$ cat src/rtl/id_decode_stage_pkg.sv
// Shared definitions for the ID stage: immediate-select codes, RV32 major opcodes
// (inst[6:2]) and the elastic-buffer state encoding.
package id_decode_stage_pkg;

  localparam int REG_WIDTH = 32;
  localparam int IMMSEL_W  = 3;
  localparam logic [REG_WIDTH-1:0] ZERO_WORD = '0;

  typedef enum logic [IMMSEL_W-1:0] {
    IMMSEL_NONE = 3'd0,
    IMMSEL_I    = 3'd1,
    IMMSEL_S    = 3'd2,
    IMMSEL_B    = 3'd3,
    IMMSEL_J    = 3'd4,
    IMMSEL_U    = 3'd5
  } immsel_e;

  localparam logic [4:0] OPC_LOAD     = 5'b00000;
  localparam logic [4:0] OPC_MISC_MEM = 5'b00011;
  localparam logic [4:0] OPC_OP_IMM   = 5'b00100;
  localparam logic [4:0] OPC_AUIPC    = 5'b00101;
  localparam logic [4:0] OPC_STORE    = 5'b01000;
  localparam logic [4:0] OPC_OP       = 5'b01100;
  localparam logic [4:0] OPC_LUI      = 5'b01101;
  localparam logic [4:0] OPC_BRANCH   = 5'b11000;
  localparam logic [4:0] OPC_JALR     = 5'b11001;
  localparam logic [4:0] OPC_JAL      = 5'b11011;
  localparam logic [4:0] OPC_SYSTEM   = 5'b11100;

  typedef enum logic [1:0] {
    ST_EMPTY = 2'd0,
    ST_ONE   = 2'd1,
    ST_TWO   = 2'd2
  } state_e;

endpackage

$ cat src/rtl/id_decode_stage_immgen.sv
// Immediate generator: builds the sign-extended immediate for the selected format.
module id_decode_stage_immgen
  import id_decode_stage_pkg::*;
#(
  parameter int XLEN = 32
) (
  input  logic [31:0]     inst,
  input  immsel_e         immsel,
  output logic [XLEN-1:0] imm
);

  logic [31:0] imm32;

  // NOTE: every always_comb output gets a default first so no path leaves it unassigned (no latch).
  always_comb begin
    imm32 = '0;
    unique case (immsel)
      IMMSEL_I: imm32 = {{20{inst[31]}}, inst[31:20]};
      IMMSEL_S: imm32 = {{20{inst[31]}}, inst[31:25], inst[11:7]};
      IMMSEL_B: imm32 = {{19{inst[31]}}, inst[31], inst[7], inst[30:25], inst[11:8], 1'b0};
      IMMSEL_J: imm32 = {{11{inst[31]}}, inst[31], inst[19:12], inst[20], inst[30:21], 1'b0};
      IMMSEL_U: imm32 = {inst[31:12], 12'b0};
      default:  imm32 = '0;
    endcase
  end

  assign imm = XLEN'($signed(imm32));

endmodule

$ cat src/rtl/id_decode_stage.sv
// Instruction-decode stage: decodes on capture into a 2-entry elastic buffer
// (output register + skid) so that id_ready_o comes straight from registered state.
module id_decode_stage
  import id_decode_stage_pkg::*;
#(
  parameter int XLEN  = 32,
  parameter int CNT_W = 32
) (
  input  logic                clk,
  input  logic                rst_n,
  input  logic                if_valid_i,
  input  logic [31:0]         if_inst_i,
  input  logic [XLEN-1:0]     if_pc_i,
  output logic                id_ready_o,
  input  logic                flush_i,
  input  logic                ex_ready_i,
  output logic                ex_valid_o,
  output logic [XLEN-1:0]     ex_pc_o,
  output logic [XLEN-1:0]     ex_imm_o,
  output logic [IMMSEL_W-1:0] ex_immsel_o,
  output logic [4:0]          ex_rs1_o,
  output logic [4:0]          ex_rs2_o,
  output logic [4:0]          ex_rd_o,
  output logic                ex_rd_we_o,
  output logic                ex_illegal_o,
  output logic [CNT_W-1:0]    bp_cnt_o
);

  typedef struct packed {
    logic [XLEN-1:0] pc;
    logic [XLEN-1:0] imm;
    immsel_e         immsel;
    logic [4:0]      rs1;
    logic [4:0]      rs2;
    logic [4:0]      rd;
    logic            rd_we;
    logic            illegal;
  } ex_payload_t;

  state_e          state_q, state_d;
  logic            ex_valid, id_ready;
  logic            acc, pop;
  logic            load_out, load_skid;

  logic [31:0]     skid_inst_q;
  logic [XLEN-1:0] skid_pc_q;
  logic [31:0]     cap_inst;
  logic [XLEN-1:0] cap_pc;
  immsel_e         cap_immsel;
  logic            cap_rd_we, cap_illegal;
  logic [XLEN-1:0] cap_imm;
  ex_payload_t     cap_payload, out_q;
  logic [CNT_W-1:0] bp_cnt_q;

  // NOTE: sequential state uses non-blocking (<=) so every flop samples pre-edge values.
  always_ff @(posedge clk or negedge rst_n) begin
    if (!rst_n) state_q <= ST_EMPTY;
    else        state_q <= state_d;
  end

  always_comb begin
    state_d = state_q;
    if (flush_i) begin
      state_d = ST_EMPTY;
    end else begin
      unique case (state_q)
        ST_EMPTY: if (acc) state_d = ST_ONE;
        ST_ONE: begin
          if (acc && !pop)      state_d = ST_TWO;
          else if (!acc && pop) state_d = ST_EMPTY;
        end
        ST_TWO:   if (pop) state_d = ST_ONE;
        default:  state_d = ST_EMPTY;
      endcase
    end
  end

  always_comb begin
    ex_valid  = (state_q != ST_EMPTY);
    id_ready  = (state_q != ST_TWO);
    acc       = if_valid_i && id_ready && !flush_i;
    pop       = ex_valid && ex_ready_i;
    load_out  = 1'b0;
    load_skid = 1'b0;
    if (!flush_i) begin
      unique case (state_q)
        ST_EMPTY: load_out = acc;
        ST_ONE: begin
          load_out  = acc && pop;
          load_skid = acc && !pop;
        end
        ST_TWO:   load_out = pop;
        default:  load_out = 1'b0;
      endcase
    end
  end

  // In TWO the skid is the oldest pending instruction and must refill the output first.
  assign cap_inst = (state_q == ST_TWO) ? skid_inst_q : if_inst_i;
  assign cap_pc   = (state_q == ST_TWO) ? skid_pc_q   : if_pc_i;

  always_comb begin
    cap_immsel  = IMMSEL_NONE;
    cap_rd_we   = 1'b1;
    cap_illegal = 1'b0;
    unique case (cap_inst[6:2])
      OPC_LUI, OPC_AUIPC: cap_immsel = IMMSEL_U;
      OPC_JAL:            cap_immsel = IMMSEL_J;
      OPC_JALR, OPC_LOAD, OPC_OP_IMM, OPC_MISC_MEM, OPC_SYSTEM:
                          cap_immsel = IMMSEL_I;
      OPC_STORE: begin
        cap_immsel = IMMSEL_S;
        cap_rd_we  = 1'b0;
      end
      OPC_BRANCH: begin
        cap_immsel = IMMSEL_B;
        cap_rd_we  = 1'b0;
      end
      OPC_OP:             cap_immsel = IMMSEL_NONE;
      default: begin
        cap_illegal = 1'b1;
        cap_rd_we   = 1'b0;
      end
    endcase
    if (cap_inst[1:0] != 2'b11) begin
      cap_immsel  = IMMSEL_NONE;
      cap_rd_we   = 1'b0;
      cap_illegal = 1'b1;
    end
  end

  id_decode_stage_immgen #(.XLEN(XLEN)) u_immgen (
    .inst   (cap_inst),
    .immsel (cap_immsel),
    .imm    (cap_imm)
  );

  always_comb begin
    cap_payload         = '0;
    cap_payload.pc      = cap_pc;
    cap_payload.imm     = (cap_immsel == IMMSEL_NONE) ? ZERO_WORD : cap_imm;
    cap_payload.immsel  = cap_immsel;
    cap_payload.rs1     = cap_inst[19:15];
    cap_payload.rs2     = cap_inst[24:20];
    cap_payload.rd      = cap_inst[11:7];
    cap_payload.rd_we   = cap_rd_we;
    cap_payload.illegal = cap_illegal;
  end

  // NOTE: the two payload registers are reset because outputs must read 0 out of reset; larger storage would not be.
  always_ff @(posedge clk or negedge rst_n) begin
    if (!rst_n) begin
      out_q       <= '0;
      skid_inst_q <= '0;
      skid_pc_q   <= '0;
    end else begin
      if (load_out) out_q <= cap_payload;
      if (load_skid) begin
        skid_inst_q <= if_inst_i;
        skid_pc_q   <= if_pc_i;
      end
    end
  end

  always_ff @(posedge clk or negedge rst_n) begin
    if (!rst_n) begin
      bp_cnt_q <= '0;
    end else if (ex_valid && !ex_ready_i && !flush_i && (bp_cnt_q != '1)) begin
      bp_cnt_q <= bp_cnt_q + CNT_W'(1);
    end
  end

  assign id_ready_o   = id_ready;
  assign ex_valid_o   = ex_valid;
  assign ex_pc_o      = out_q.pc;
  assign ex_imm_o     = out_q.imm;
  assign ex_immsel_o  = out_q.immsel;
  assign ex_rs1_o     = out_q.rs1;
  assign ex_rs2_o     = out_q.rs2;
  assign ex_rd_o      = out_q.rd;
  assign ex_rd_we_o   = out_q.rd_we;
  assign ex_illegal_o = out_q.illegal;
  assign bp_cnt_o     = bp_cnt_q;

endmodule
$ cat config.mk
export PLATFORM = sky130hd
export DESIGN_NAME = id_decode_stage
export DESIGN_NICKNAME = d
export VERILOG_FILES = /design/src/rtl/id_decode_stage_pkg.sv /design/src/rtl/id_decode_stage_immgen.sv /design/src/rtl/id_decode_stage.sv
export SDC_FILE = /design/constraint.sdc
export NUM_CORES = 1
export LEC_CHECK = 0
export BUFFER_PORTS_ARGS = -buffer_cell sky130_fd_sc_hd__buf_4
export CORE_ASPECT_RATIO = 2
export CORE_UTILIZATION = 55
export DETAILED_ROUTE_END_ITERATION = 6
export GPL_TIMING_DRIVEN = 0
export MAX_ROUTING_LAYER = met4
export PLACE_DENSITY = 0.91
export SYNTH_ARGS = -nofsm -noshare
export SYNTH_HDL_FRONTEND = slang
export SYNTH_SLANG_ARGS = --single-unit
$ cat constraint.sdc
create_clock -name clk -period 6.5 [get_ports clk]
set_input_delay 0.325 -clock clk [delete_from_list [all_inputs] [get_ports clk]]
set_output_delay 0.325 -clock clk [all_outputs]
set_load 0.05 [all_outputs]
Yosys cells after proc, flatten, opt, wreduce, memory -nomap -nowiden
Index checks and enable logic that the tools add are counted.

Bits in registers: 182. Input port bits: 69. Output and inout bits: 118.

Muxes and demuxes: 20. Add/subtract/negate cells: 1. Equal/unequal tests: 23. Reductions and logical operators: 22.

Operators by type and width (count): 32-bit case mux with 5 select lines (1); 32-bit 2-to-1 mux (3); 32-bit by 1-bit adder with 32-bit output, second input constant (1); 32-bit != test, second input constant (1); 5-bit == test, second input constant (4); 5-bit by 4-bit == test with 1-bit output, second input constant (3); 3-bit case mux with 5 select lines (1); 11-bit OR reduction (1); 5-bit by 3-bit == test with 1-bit output, second input constant (2); 2-bit 2-to-1 mux (5); 1-bit logical AND (9); 9-bit OR reduction (1); 1-bit 2-to-1 mux (7); 3-bit by 2-bit == test with 1-bit output, second input constant (2); 3-bit == test, second input constant (2); 3-bit != test, second input constant (2); 2-bit case mux with 3 select lines (1); 5-bit by 2-bit == test with 1-bit output, second input constant (1); 5-bit logical NOT (1); 5-bit OR reduction (1); 1-bit logical NOT (4); 2-bit != test, second input constant (2); 4-bit != test, second input constant (1); 3-bit by 1-bit == test with 1-bit output, second input constant (1); 9 further kinds (9).

Longest topological paths before layout
Gate-level depths: netlist of the first run.

Word-level depth: 9. Depth in mapped cells: 12.

Modules after synthesis
Synthesis of the first run repeated with hierarchy kept, for this count alone.

Cell total of the unflattened synthesis: 819. Area total of the unflattened synthesis: 8401.8 um^2.

By module, submodules not included: id_decode_stage (cells an instance 755, area each 7958.9 um^2, instances 1, seq. area each 4554.4 um^2); id_decode_stage_immgen (cells an instance 64, area each 442.9 um^2, instances 1, seq. area each 0.0 um^2).

Worst setup path after synthesis of the first run
OpenSTA, ideal clock, no wires.

Path type: flip-flop to flip-flop. Start: register state_q[0]. End: register bp_cnt_q[22] (netlist: bp_cnt_o[22]). Required time: 6359 ps. Path buffers: 0. Setup time: 141 ps. Stages on the path, launching flop included: 7. Path slack: 4038 ps. Arrival: 2322 ps. Cell sequence: dfrtp_1 > or2_1 > nand2_1 > or2_2 > a21oi_1 > or4b_1 > xnor2_1.

Word-level cells in the longest chain between the ends: 4.

Ends and longest elaborated chain: from (decl) (RTL line id_decode_stage.sv:40) `state_e state_q, state_d;`; from (signal assigned) (RTL line id_decode_stage.sv:58) `else state_q <= state_d;`; 2-bit nonzero test (RTL line id_decode_stage.sv:79) `ex_valid = (state_q != ST_EMPTY);`; named net ex_valid_o (RTL line id_decode_stage.sv:17) `output logic ex_valid_o,`; 1-bit logical AND (3 in a row) (RTL line id_decode_stage.sv:168) `end else if (ex_valid && !ex_ready_i && !flush_i && (bp_cnt_q != '1)) begin`; to (signal assigned) (RTL line id_decode_stage.sv:169) `bp_cnt_q <= bp_cnt_q + CNT_W'(1);`; to (decl) (RTL line id_decode_stage.sv:53) `logic [CNT_W-1:0] bp_cnt_q;`.

The timed path passes the listed nets, and every way through them passes these cells. A chain may end at the register's enable or synchronous reset.

Final worst setup path of the first run
Start: register state_q[1]. End: output port id_ready_o.

Word-level cells in the longest chain between the ends: 1.

Ends and longest elaborated chain: 2-bit != test (RTL line id_decode_stage.sv:80) `id_ready = (state_q != ST_TWO);`; to (decl) (RTL line id_decode_stage.sv:14) `output logic id_ready_o,`.

Every way passes these cells.

==> results by stage, run 1 <==
Status:
- The flow ran to the end, and the final reports show no timing, DRC or antenna violations.

CTS:
- The longest clock path from root to sink contains 2 buffers.
- The clock latency on the worst-skew pair is 420 ps.
- After clock tree synthesis, the clock-pin slew on the worst setup and hold paths is 70 ps.
- The count of clock tree sinks is between 150 and 200.
- The root buffer selected by CTS is clkbuf_16.
- The CTS H-tree depth is 4.
- The CTS tree is yes.
- Counting the buffers created by CTS gives 17.

Synth:
- The share of the Yosys chip area taken by registers is 56.5%.
- In the synthesized netlist the dominant register cell turns out to be dfrtp_1.
- The number of nets in the synthesized netlist is 810.
- The cell count after synthesis came out at 740.
- The number of synthesized flops with an enable pin is 0.
- In the post-synthesis netlist, the biggest area contributors are dfrtp_1 (57%), mux2_2 (9.1%), nand2_1 (7.9%).
- The mapped netlist covers 8050 um^2.
- During synthesis, Yosys emitted a total of 0 warnings.
- The area share of the leading cell type in the synthesized netlist is between 50% and 60%.
- In this run, synthesis produced a sequential element count of 182.
- The number of distinct library cells after synthesis is 53.
- The cell type with the largest total area after synthesis is dfrtp_1.
- The average size of a mapped cell is around 11 um^2.
- In the synthesized netlist the async set-or-reset flop fraction comes to 100%.

Setup path:
- The biggest fanout along the worst timing path is 10.
- The class of the most critical setup path is register to output port.
- The worst setup path is captured at an output port.
- The data required time of the worst path is 6170 ps.
- Traced cell by cell, the critical path runs through buf_4 > nor2b_4 > buf_6 > inv_4 > buf_6 > buf_2 > clkbuf_1 > clkbuf_1 > buf_4.
- Data arrives at the worst endpoint at roughly 2900 ps.
- The worst setup path is launched from a register.
- The worst reg-to-reg setup slack is between 3000 and 4000 ps.
- The number of cells on the worst reg-to-reg path is 11.
- The slowest stage of the critical path belongs to the cell clkbuf_1.
- The delay of the slowest critical-path stage is 500 ps.

STA:
- Across the routed clock network, the largest skew measured is ~16 ps.
- Setup violations remaining at the end of the flow were counted as 0.
- The transition time of the tightest slew-check pin is 719 ps.
- Setup repair after global routing left no endpoint under its margin.
- The number of failing hold endpoints at the final stage was 0.
- The worst slew margin relative to its limit is a little over half.
- The minimum hold slack is about 99 ps.
- Setup total negative slack on the finished layout was measured at 0 ps.
- The max-slew violation count was 0.
- The final period utilization is 50.3%.
- The minimum clock period after layout is 3270 ps.
- Based on the critical path, the design can be clocked at up to a little over 300 MHz.

Floorplan:
- The row count is 62.
- The total I/O pin count is 187.
- The region available for standard cell placement spans 14,400 um^2.
- The floorplan step defined a die boundary enclosing 15,200 um^2.
- The initial standard-cell utilization of the core is 56.1%.
- From bottom edge to top edge, the die measures 173 um.
- In this run the horizontal extent of the chip is about 88 um.

Global route:
- The global router's overall resource usage is a little under a third.
- The total grt overflow is 0.
- The initial antenna violation count came to 0.
- The maximum number of pins on one net before global-route repair is 95.
- The first global-routing pass estimated about 34,000 um of wire.
- The via count of the first global-routing pass is 6,922.

Power and ir drop:
- The switching power summed over all nets is 1.07 mW.
- The total power per unit cell area is ~310 nW/um^2.
- The design draws 3.23 mW.
- The clock network accounts for 31.4% of the total power.
- For this design the static power due to leakage is 5.01 nW.
- The largest vdd supply drop is 0.248 mV.
- In this run switching power makes up 33.1% of total power.
- The part of the power in combinational logic is between 20% and 30%.
- The sequential share of power is between 40% and 50%.
- The design internal power is 2.16 mW.

Final layout:
- The number of antenna diodes in the final layout is 0.
- Fill cells in the final layout number 1,022.
- The final-stage net count is 1,017.
- The post-layout instance area is 10,300 um^2.
- Of the cells placed in the final design, the portion with a size suffix greater than 1 is 31.9%.
- The signed area change from the synthesized netlist to the final layout is 28.1%.
- The fraction of the core area covered by cells at the end of the flow is 71.9%.

Placed design:
- The total placed instance area is 9730 um^2.
- Buffers placed on the I/O ports in this run total 186.
- The placed wire-length estimate after detailed placement is 15,900 um.
- The placer's final routability congestion estimate is 0.957.

Run:
- The max-cap check violation count is 0.

Drt:
- Summing over every cut layer, the via total after detailed routing is 6,582.
- The routed length per placed instance is 18.3 um.
- The number of remaining DRC errors is 0.
- The length of the first detailed-routing pass in iterations is 5.
- Dividing the detail-routed via count by the number of cells gives about 5.7.
- The first routing iteration left 398 violations.
- The aggregate routed wire length is 21,100 um.
- The remaining antenna violation count after routing is 0.

Min path:
- Along the worst hold path, the cell count comes to 2.
- The type of the worst min-delay path is primary input to register.
[kinds of logic after synthesis]
| kind of cell | count (synthesis) | share of synthesized area, % |
|---|---|---|
| compound gates | 109 | 10.3 |
| xor+xnor | 32 | 3.48 |
| fa+ha+maj | 1 | 0.155 |
| buf+inv | 49 | 2.78 |
| flops | 182 | 56.5 |
| mux | 75 | 10.5 |
| simple gates | 292 | 16.2 |
[worst max-delay path: cells and delay by family, from the launching register on]
kind / cells / cell delay [ps]
flops: 1 / 360
simple gates: 1 / 120
buf+inv: 8 / 2030
[power groups by stage]
| stage | Clock [mW] | Combinational (mW) | Sequential (mW) |
|---|---|---|---|
| 2_1_floorplan | 0 | 0.246 | 1.71 |
| 3_3_place_gp | 0 | 0.746 | 1.45 |
| 3_5_place_dp | 0 | 0.771 | 1.46 |
| 4_1_cts | 1.03 | 0.774 | 1.45 |
| 5_1_grt | 1.08 | 0.818 | 1.47 |
| 6_report | 1.01 | 0.769 | 1.45 |
[placed cells by master (no fill, tap or decap), types with 2 or more instances in the layout]
| cell | n |
|---|---|
| and4_1 | 7 |
| clkinv_4 | 2 |
| a21o_1 | 8 |
| o22ai_2 | 2 |
| nor3_1 | 8 |
| buf_4 | 186 |
| inv_6 | 2 |
| nand3b_1 | 5 |
| or3_1 | 2 |
| mux2_2 | 65 |
| o21ai_1 | 2 |
| buf_6 | 4 |
| nand3_1 | 16 |
| buf_2 | 3 |
| xnor2_1 | 24 |
| o21a_1 | 3 |
| nand4_1 | 6 |
| dfrtp_1 | 182 |
| buf_1 | 4 |
| xor2_1 | 8 |
| a31oi_2 | 2 |
| nand2_1 | 170 |
| clkbuf_1 | 31 |
| a32o_1 | 6 |
| nor4bb_1 | 2 |
| a221o_1 | 23 |
| and2_1 | 2 |
| a21oi_1 | 14 |
| a211oi_1 | 2 |
| o21ai_0 | 8 |
| and3_1 | 8 |
| a31oi_1 | 34 |
| nor2_1 | 54 |
| clkinvlp_4 | 4 |
| nand2b_1 | 2 |
| inv_8 | 4 |
| inv_1 | 6 |
| clkbuf_16 | 17 |
| mux2i_1 | 8 |
[synthesized netlist by cell type, types with 3 or more instances]
cell type	n
a32o_1	6
nand4_1	6
buf_6	4
a221o_1	23
o21a_1	3
a31oi_1	34
xnor2_1	24
inv_1	6
xor2_1	8
nand3_1	16
mux2_2	65
clkbuf_1	30
nand3b_1	5
nand2_1	170
dfrtp_1	182
and4_1	7
o21ai_0	8
mux2i_1	8
and3_1	8
buf_1	4
nor2_1	54
a21o_1	8
buf_2	3
nor3_1	8
a21oi_1	14
[repair_timing]
item	4_1_cts	5_1_grt
hold endpoints to repair	93	0
hold buffers	1	0
resized for setup	0	0
buffers inserted	0	0
[per-layer routing]
layer	GRT usage [%]	part of all wire, %	vias up
met5	-	0	-
met2	53.0	56	245
met3	5.11	4.5	77
li1	-	-	2994
met1	31.2	34	3266
met4	19.1	5.7	0
[sequential cells by signal (all words and copies together) (netlist names)]
name / flops
state_q: 2
ex_rs1_o: 5
ex_imm_o: 32
ex_rs2_o: 5
ex_pc_o: 32
skid_inst_q: 32
ex_immsel_o: 3
ex_rd_o: 5
bp_cnt_o: 32
ex_illegal_o: 1
skid_pc_q: 32
ex_rd_we_o: 1
[worst paths after layout]
kind                                    startpoint                        end
min in group asynchronous                    rst_n  skid_pc_q[11]$_DFFE_PN0P_
setup reg to reg            state_q[1]$_DFFE_PN0P_   ex_imm_o[24]$_DFFE_PN0P_
setup / recovery            state_q[1]$_DFFE_PN0P_                 id_ready_o
max in group asynchronous                    rst_n    ex_imm_o[5]$_DFFE_PN0P_
hold reg to reg            ex_rs2_o[4]$_DFFE_PN0P_    ex_rs2_o[4]$_DFFE_PN0P_
hold / removal                             flush_i     state_q[0]$_DFFE_PN0P_
[cell type report]
| cell class | count | area, um^2 | area share (%) |
|---|---|---|---|
| Sequential cell | 182 | 4550 | 44.1 |
| Multi-Input combinational cell | 509 | 3280 | 31.7 |
| Clock buffer | 19 | 443 | 4.29 |
| Tap cell | 192 | 240 | 2.33 |
| Clock inverter | 13 | 140 | 1.36 |
| Buffer | 42 | 195 | 1.89 |
| Inverter | 7 | 28.8 | 0.279 |
| Timing Repair Buffer | 188 | 1440 | 14.0 |
[per-stage QoR]
step | cells | worst slack [ps]
6_report | 1152 | 3230
5_1_grt | 1152 | 3060
4_1_cts | 1152 | 3160
3_5_place_dp | 1119 | 3650
3_3_place_gp | 1118 | 3640
2_1_floorplan | 740 | 4040
Note: power is estimated with default switching activity, not from simulation.
==> inputs of run 2 (changes only) <==
--- a/config.mk
+++ b/config.mk
@@ -5,13 +5,14 @@
 export SDC_FILE = /design/constraint.sdc
 export NUM_CORES = 1
 export LEC_CHECK = 0
+export ABC_AREA = 1
 export BUFFER_PORTS_ARGS = -buffer_cell sky130_fd_sc_hd__buf_4
 export CORE_ASPECT_RATIO = 2
-export CORE_UTILIZATION = 55
+export CORE_UTILIZATION = 50
 export DETAILED_ROUTE_END_ITERATION = 6
 export GPL_TIMING_DRIVEN = 0
 export MAX_ROUTING_LAYER = met4
-export PLACE_DENSITY = 0.91
+export PLACE_DENSITY = 0.87
 export SYNTH_ARGS = -nofsm -noshare
 export SYNTH_HDL_FRONTEND = slang
 export SYNTH_SLANG_ARGS = --single-unit
==> constraint.sdc (replaced) <==
create_clock -name clk -period 2.9 [get_ports clk]
set_input_delay 0.145 -clock clk [delete_from_list [all_inputs] [get_ports clk]]
set_output_delay 0.145 -clock clk [all_outputs]
set_load 0.05 [all_outputs]
==> run 2 against run 1 <==
Effect of this change:
- the flow now finishes with violations (hold timing)
- wire length rose by 17%
- synthesized cell count rose by 54%
- worst setup slack got worse by 3100 ps
- sequential cell count did not move
- first-iteration DRC count rose by 4.5%
- design area rose by 10%
- clock power rose by 120%
- sequential share of layout area fell by 4.1 points
- worst hold slack got worse by 100 ps
- die area rose by 20%
==> results by stage, run 2 <==
Setup path:
- The data required time of the worst path is 2760 ps (-3410 ps).
- The worst reg-to-reg setup slack is 200 ps (-3650 ps).
- The most common cell type on the critical path is clkbuf_1.
- The start point of the critical path is state_q[0]$_DFFE_PN0P_.
- The critical register-to-register path startpoint is state_q[0]$_DFFE_PN0P_.
- The slowest cell on the critical path is clkbuf_1.
- The biggest fanout along the worst timing path was 10 (unchanged).
- The setup path with the least slack is of type register to output port.
- The delay of the slowest critical-path stage is 570 ps (+70 ps).
- The signal arrival time at the worst endpoint is 2670 ps (-270 ps).
- The signal on the critical path passes through inv_4 > nand2_4 > buf_6 > buf_2 > clkbuf_1 > clkbuf_1 > buf_4.
- The number of cells traversed by the worst register-to-register path is 8 (-3).
- The critical path ends at id_ready_o.
- The type of origin of the critical path is a register.
- In this run the critical register-to-register path is captured at ex_pc_o[23]$_DFFE_PN0P_.
- STA classifies the critical path endpoint as an output port.

Synth:
- The average size of a mapped cell is 7.73 um^2 (-29%).
- The number of synthesized flops with an enable pin is 0 (unchanged).
- The predominant post-synthesis flop cell is dfrtp_1.
- By area the synthesized netlist is led by dfrtp_1 (52%), nand2_1 (18%), o21ai_0 (8.3%).
- The cell type with the largest total area after synthesis is dfrtp_1.
- The number of warnings issued by yosys is 0 (unchanged).
- The synthesized cell area is 8810 um^2 (+9.4%).
- The net count of the mapped netlist is 1,210 (+49%).
- The number of distinct library cells after synthesis came to 33 (-38%).
- The area share of the leading cell type in the synthesized netlist is 51.7% (-4.9 points).
- The sequential area share after synthesis is 51.7% (-4.9 points).
- The post-synthesis instance total is 1,140 (+54%).
- The share of async-settable or async-resettable flops after synthesis came to 100% (unchanged).
- The total of flip-flops plus latches after synthesis is 182 (unchanged).
- By count the netlist is led by nand2_1 (421), dfrtp_1 (182), o21ai_0 (147).
- The most common cell in the synthesized netlist is nand2_1.

CTS:
- The clock latency on the worst-skew pair is 440 ps (+20 ps).
- The largest buffer count on any clock path is 2 (unchanged).
- In this run the clock root is driven by a clkbuf_16.
- TritonCTS built the clock tree.
- The CTS H-tree depth is 4 (unchanged).
- The count of clock tree sinks is 182 (unchanged).
- The clock transition at the registers of the reported paths is 70 ps (about the same).
- The number of clock buffers inserted by TritonCTS was 17 (unchanged).
- The number of buffers inserted to repair setup after CTS came to 0 (unchanged).

Global route:
- The via count of the first global-routing pass came to 8,367 (+21%).
- The initial antenna violation count came to 0 (unchanged).
- The total grt overflow is 0 (unchanged).
- The maximum number of pins on one net before global-route repair is 121 (+27%).
- The global router's overall resource usage was 29.3% (-1.4 points).
- The global-route wire length before repair is 39,500 um (+15%).

Final layout:
- The library cells used most frequently in the layout, excluding fill and tap cells, are nand2_1 (421), buf_4 (191), dfrtp_1 (182), o21ai_0 (147), inv_1 (114).
- The signed area change from the synthesized netlist to the final layout is 29.1%.
- The number of fillers in the final layout is 1,465 (+43%).
- The number of cells in the finished layout apart from fillers is 1,600 (+39%).
- The count of antenna diodes in the layout is 0 (unchanged).
- The share of layout cells above drive strength 1 is 18.7% (-13 points).
- The final-stage net count is 1,447 (+42%).
- Leaving out fill and tap cells, the most frequent cell in the layout is nand2_1.

STA:
- The setup skew after layout is 12.1 ps (-4.10 ps).
- The maximum achievable frequency is approximately 360 MHz.
- The max-slew violation count is 0 (unchanged).
- The final period utilization is between 90 and 100%.
- The transition time of the tightest slew-check pin is 711 ps (-8.42 ps).
- The minimum hold slack is -2.17 ps (-102 ps).
- The minimum clock period after layout is 2810 ps.
- The number of failing hold endpoints at the final stage is 1 (+1).
- The worst setup slack after layout is 89.4 ps (-3140 ps).
- Setup repair after global routing left no endpoint under its margin.
- The worst slew margin relative to its limit is 52.2% (+0.20 points).
- The final sum of negative setup slack is 0 ps (unchanged).
- The count of final setup violators is 0 (unchanged).

Status:
- The checks that failed: hold timing.
- The run finished, with violations left.

Drt:
- The aggregate routed wire length is 24,700 um (+17%).
- The ratio of routed vias to standard cells is 5.18 (-9.3%).
- The routed length per placed instance is 15.4 um (-16%).
- The number of remaining DRC errors came to 0 (unchanged).
- The remaining antenna violation count after routing came to 0 (unchanged).
- The count of vias placed by the detailed router is 8,288 (+26%).
- The DRC violation total after the first TritonRoute iteration came to 416 (+4.5%).
- The length of the first detailed-routing pass in iterations is 5 (unchanged).

Floorplan:
- The floorplan die width is 95.9 um (+9.5%).
- The total I/O pin count was 187 (unchanged).
- The initial standard-cell utilization of the core is 51.0% (-5.1 points).
- The die extent in y came to 190 um (+9.6%).
- The area enclosed by the die boundary is 18,200 um^2 (+20%).
- The row count came to 68 (+9.7%).
- The total core area is 17,300 um^2 (+20%).

Placed design:
- The placed wire-length estimate after detailed placement came to 18,100 um (+14%).
- The number of buffer cells added on primary ports is 186 (unchanged).
- The number of cells after detailed placement was 1,537 (+37%).
- The placer's final routability congestion estimate was 0.939 (-1.8%).
- The post-placement worst setup slack is 261 ps (-3380 ps).

Run:
- The max-cap check violation count was 0 (unchanged).

Power and ir drop:
- The total power per unit cell area is 936 nW/um^2 (+200%).
- The leakage power is 6.26 nW (+25%).
- The power after layout was 10.6 mW (+230%).
- The largest vdd supply drop was 0.634 mV (+160%).

Min path:
- The tightest min-delay check is of the primary input to register type.
## run 2: cell count changes after synthesis, moves of 12 or more
cell / delta
o21ai_0: +139
xor2_1: +12
a221o_1: -23
nor2_1: +16
nand3_1: +28
inv_1: +108
xnor2_1: -14
mux2_2: -63
a31oi_1: -34
nand2_1: +251
## run 2: final cells by class
type                       instances  area, um^2  share of cell area [%]
buffer                            53         244                    2.15
tap                              210         263                    2.31
sequential                       182        4550                    40.0
timing repair buffer             218        1740                    15.3
multi-input combinational        784        3550                    31.3
inverter                         121         458                    4.03
clock inverter                    13         114                    1.00
clock buffer                      19         443                    3.89
## run 2: cells by family after synthesis
| group | synth area share, % |
|---|---|
| muxes | 0.256 |
| buffers and inverters | 7.97 |
| adders and majority gates | 0.142 |
| xor gates and xnor gates | 2.98 |
| and+or+nand+nor | 27.2 |
| AOI/OAI and AO/OA | 9.78 |
| DFF | 51.7 |
## run 2: critical path: cells and delay by family, from the launching register on
| family | cells | cell delay, ps |
|---|---|---|
| DFF | 1 | 450 |
| and+or+nand+nor | 1 | 80 |
| buffers and inverters | 6 | 1680 |
## run 2: report_power, final
group	internal (mW)	switching (mW)	total, mW
Combinational	1.30	3.17	4.47
Clock	1.15	1.07	2.22
Sequential	3.42	0.532	3.95
## run 2: how the worst min path moves through the flow
stage | start | endpoint | slack [ps] | cells past startpoint
3_3_place_gp | if_inst_i[6] | skid_inst_q[6]$_DFFE_PN0P_ | 390 | 2
2_1_floorplan | rst_n | bp_cnt_o[0]$_DFFE_PN0P_ | -150 | 0
3_5_place_dp | rst_n | ex_imm_o[8]$_DFFE_PN0P_ | 120 | 1
5_1_grt | if_inst_i[14] | skid_inst_q[14]$_DFFE_PN0P_ | 2 | 3
6_report | if_inst_i[28] | skid_inst_q[28]$_DFFE_PN0P_ | -2 | 3
4_1_cts | if_inst_i[14] | skid_inst_q[14]$_DFFE_PN0P_ | 0.9 | 3
## run 2: stage by stage
step / instance area [um^2] / utilization [%]
final: 11400 / 65.8
after global routing: 11400 / 65.8
after CTS: 11400 / 65.8
after detailed placement: 10500 / 60.8
after global placement: 10500 / 60.6
after floorplan: 8810 / -
## run 2: what timing repair did
| action | CTS | global route |
|---|---|---|
| hold buffers | 31 | 0 |
| gates resized for setup | 0 | 0 |
| hold endpoints to repair | 92 | 0 |
## run 2: per-layer routing
layer	track usage, %	wire [um]	up-vias
met3	4.60	1120	105
met2	51.5	13300	312
met5	-	0	-
met4	19.1	1550	0
li1	-	-	4024
met1	29.0	8660	3847
==> inputs of run 3 (changes only) <==
--- a/config.mk
+++ b/config.mk
@@ -7,12 +7,13 @@
 export LEC_CHECK = 0
 export ABC_AREA = 1
 export BUFFER_PORTS_ARGS = -buffer_cell sky130_fd_sc_hd__buf_4
+export CAP_MARGIN = 30
 export CORE_ASPECT_RATIO = 2
 export CORE_UTILIZATION = 50
 export DETAILED_ROUTE_END_ITERATION = 6
 export GPL_TIMING_DRIVEN = 0
 export MAX_ROUTING_LAYER = met4
-export PLACE_DENSITY = 0.87
+export PLACE_DENSITY = 0.76
 export SYNTH_ARGS = -nofsm -noshare
 export SYNTH_HDL_FRONTEND = slang
 export SYNTH_SLANG_ARGS = --single-unit
==> run 3 against run 2 <==
Effect of this change:
- the flow now finishes without violations
- sequential share of layout area decreased by 0.43 points
- via count decreased by 1.0%
- register-to-register slack improved by 20 ps
- final cell count increased by 0.38%
- worst hold slack improved by 8.4 ps
- total power increased by 2.1%
- clock skew decreased by 3.6 ps
- critical path depth unchanged
- wire length decreased by 1.5%
- worst setup slack improved by 59 ps
- combinational power about the same
==> results by stage, run 3 (same netlist as run 2, synthesis figures left out) <==
Status:
- The flow ran to the end, and the final reports show no timing, DRC or antenna violations.

STA:
- The setup skew after layout is 8.50 ps (-3.61 ps).
- The worst setup slack after layout is 148 ps (+58.8 ps).
- The minimum clock period after layout was 2750 ps (-58.8 ps).
- Setup repair after global routing left no endpoint under its margin.
- The count of final setup violators was 0 (unchanged).
- The worst slew margin relative to its limit is 56.0% (+3.7 points).
- The transition time of the tightest slew-check pin was 654 ps (-57.3 ps).
- The minimum hold slack is 6.28 ps (+8.44 ps).
- The max-slew violation count is 0 (unchanged).
- The maximum achievable frequency is 363 MHz (+2.1%).
- The final sum of negative setup slack is 0 ps (unchanged).
- The final period utilization came to 94.9% (-2.0 points).
- The number of failing hold endpoints at the final stage is 0 (-1).

Drt:
- The ratio of routed vias to standard cells was 5.11 (-1.4%).
- The count of vias placed by the detailed router is 8,201 (-1.0%).
- The aggregate routed wire length is 24,300 um (-1.5%).
- The routed length per placed instance came to 15.1 um (-1.9%).
- The length of the first detailed-routing pass in iterations is 5 (unchanged).
- The remaining antenna violation count after routing is 0 (unchanged).
- The DRC violation total after the first TritonRoute iteration was 390 (-6.3%).
- The number of remaining DRC errors is 0 (unchanged).

Setup path:
- The element type at the critical path end is an output port.
- The start point of the critical path is state_q[0]$_DFFE_PN0P_.
- The data required time of the worst path is 2760 ps (about the same).
- The worst register-to-register path begins at state_q[0]$_DFFE_PN0P_.
- The class of the most critical setup path is register to output port.
- The type of origin of the critical path is a register.
- The biggest fanout along the worst timing path was 10 (unchanged).
- The signal arrival time at the worst endpoint is 2610 ps (-60 ps).

Min path:
- The source of the worst hold timing path is if_pc_i[13].
- The type of the worst min-delay path is primary input to register.

CTS:
- TritonCTS built the clock tree.
- The clock transition at the registers of the reported paths is 70 ps (about the same).
- The post-cts gate resize count is 0 (unchanged).
- In this run the clock root is driven by a clkbuf_16.
- The CTS H-tree depth came to 4 (unchanged).
- The count of clock tree sinks came to 182 (unchanged).
- The largest buffer count on any clock path was 2 (unchanged).
- The clock latency on the worst-skew pair is 440 ps (about the same).
- The number of buffers inserted to repair setup after CTS is 0 (unchanged).
- The number of buffers inserted for hold repair after clock tree synthesis is 37 (+19%).
- The number of clock buffers inserted by TritonCTS came to 17 (unchanged).

Global route:
- The total grt overflow is 0 (unchanged).
- The maximum number of pins on one net before global-route repair was 104 (-14%).
- The global-route wire length before repair came to 39,400 um (about the same).
- The global router's overall resource usage was 29.2% (-0.13 points).
- The initial antenna violation count is 0 (unchanged).
- The via count of the first global-routing pass was 8,238 (-1.5%).

Final layout:
- The most frequent standard cell in the layout excluding fill and tap cells is nand2_1.
- The signed area change from the synthesized netlist to the final layout is 30.5%.
- The final-stage net count is 1,453 (+0.41%).
- The share of layout cells above drive strength 1 came to 18.6% (-0.080 points).
- The fraction of the core area covered by cells at the end of the flow came to 66.6% (+0.71 points).
- The top cell types in the final layout, fill and taps aside, are nand2_1 (421), buf_4 (191), dfrtp_1 (182), o21ai_0 (147), inv_1 (114).
- The count of antenna diodes in the layout is 0 (unchanged).

Floorplan:
- The initial standard-cell utilization of the core is 51.0% (unchanged).
- The row count is 68 (unchanged).
- The floorplan die width is 95.9 um (unchanged).
- The area enclosed by the die boundary is 18,200 um^2 (unchanged).
- The total I/O pin count is 187 (unchanged).
- The total core area is 17,300 um^2 (unchanged).
- The die extent in y is 190 um (unchanged).

Placed design:
- The post-placement worst setup slack was 257 ps (-4.44 ps).
- The placed wire-length estimate after detailed placement came to 17,800 um (-1.4%).
- The placer's final routability congestion estimate is 0.901 (-4.1%).
- The number of buffer cells added on primary ports is 186 (unchanged).

Power and ir drop:
- The largest vdd supply drop came to 0.572 mV (-9.8%).
- The leakage power is 6.32 nW (+0.98%).
- The total power per unit cell area is 946 nW/um^2 (+1.0%).

Run:
- The max-cap check violation count is 0 (unchanged).
-- run 3: per-layer routing --
metal | GRT usage [%] | wire, um | vias to the layer above
met3 | 4.36 | 971 | 77
met1 | 29.5 | 8850 | 3858
met2 | 51.8 | 13400 | 227
li1 | - | - | 4039
met5 | - | 0 | -
met4 | 16.8 | 1130 | 0
-- run 3: worst paths after layout --
path                                             end  cells past startpoint  slack (ps)
setup / recovery                          id_ready_o                      7         150
hold / removal             skid_pc_q[13]$_DFFE_PN0P_                      3           6
setup reg to reg             ex_pc_o[24]$_DFFE_PN0P_                      8         220
hold reg to reg             ex_imm_o[25]$_DFFE_PN0P_                      2         480
max in group asynchronous    ex_pc_o[31]$_DFFE_PN0P_                      3        1670
min in group asynchronous   bp_cnt_o[29]$_DFFE_PN0P_                      2         270
-- run 3: report_power, final --
part | total, mW | switching, mW | internal, mW | leakage, nW
Combinational | 4.46 | 3.16 | 1.31 | 3.72
Sequential | 3.94 | 0.524 | 3.42 | 2.30
Clock | 2.46 | 1.05 | 1.42 | 0.304
-- run 3: layout make-up --
| class | count | area [um^2] |
|---|---|---|
| clock inverter | 12 | 163 |
| clock buffer | 20 | 457 |
| timing repair buffer | 224 | 1800 |
| fill | 1475 | 5780 |
| tap | 210 | 263 |
| sequential | 182 | 4550 |
| buffer | 53 | 244 |
| inverter | 121 | 458 |
| multi-input combinational | 784 | 3550 |
-- run 3: worst max-delay path: stages, from the launching register on --
cell      delay (ps)
dfrtp_1          450
inv_4            100
nand2_4           80
buf_6            160
buf_2            220
clkbuf_1         500
clkbuf_1         380
buf_4            270
-- run 3: per-stage QoR --
step           cell area (um^2)  instances  total power, mW
2_1_floorplan              8810       1140             6.90
3_3_place_gp              10500       1536             8.28
3_5_place_dp              10500       1537             8.39
4_1_cts                   11500       1606             10.9
5_1_grt                   11500       1606             11.5
6_report                  11500       1606             10.9
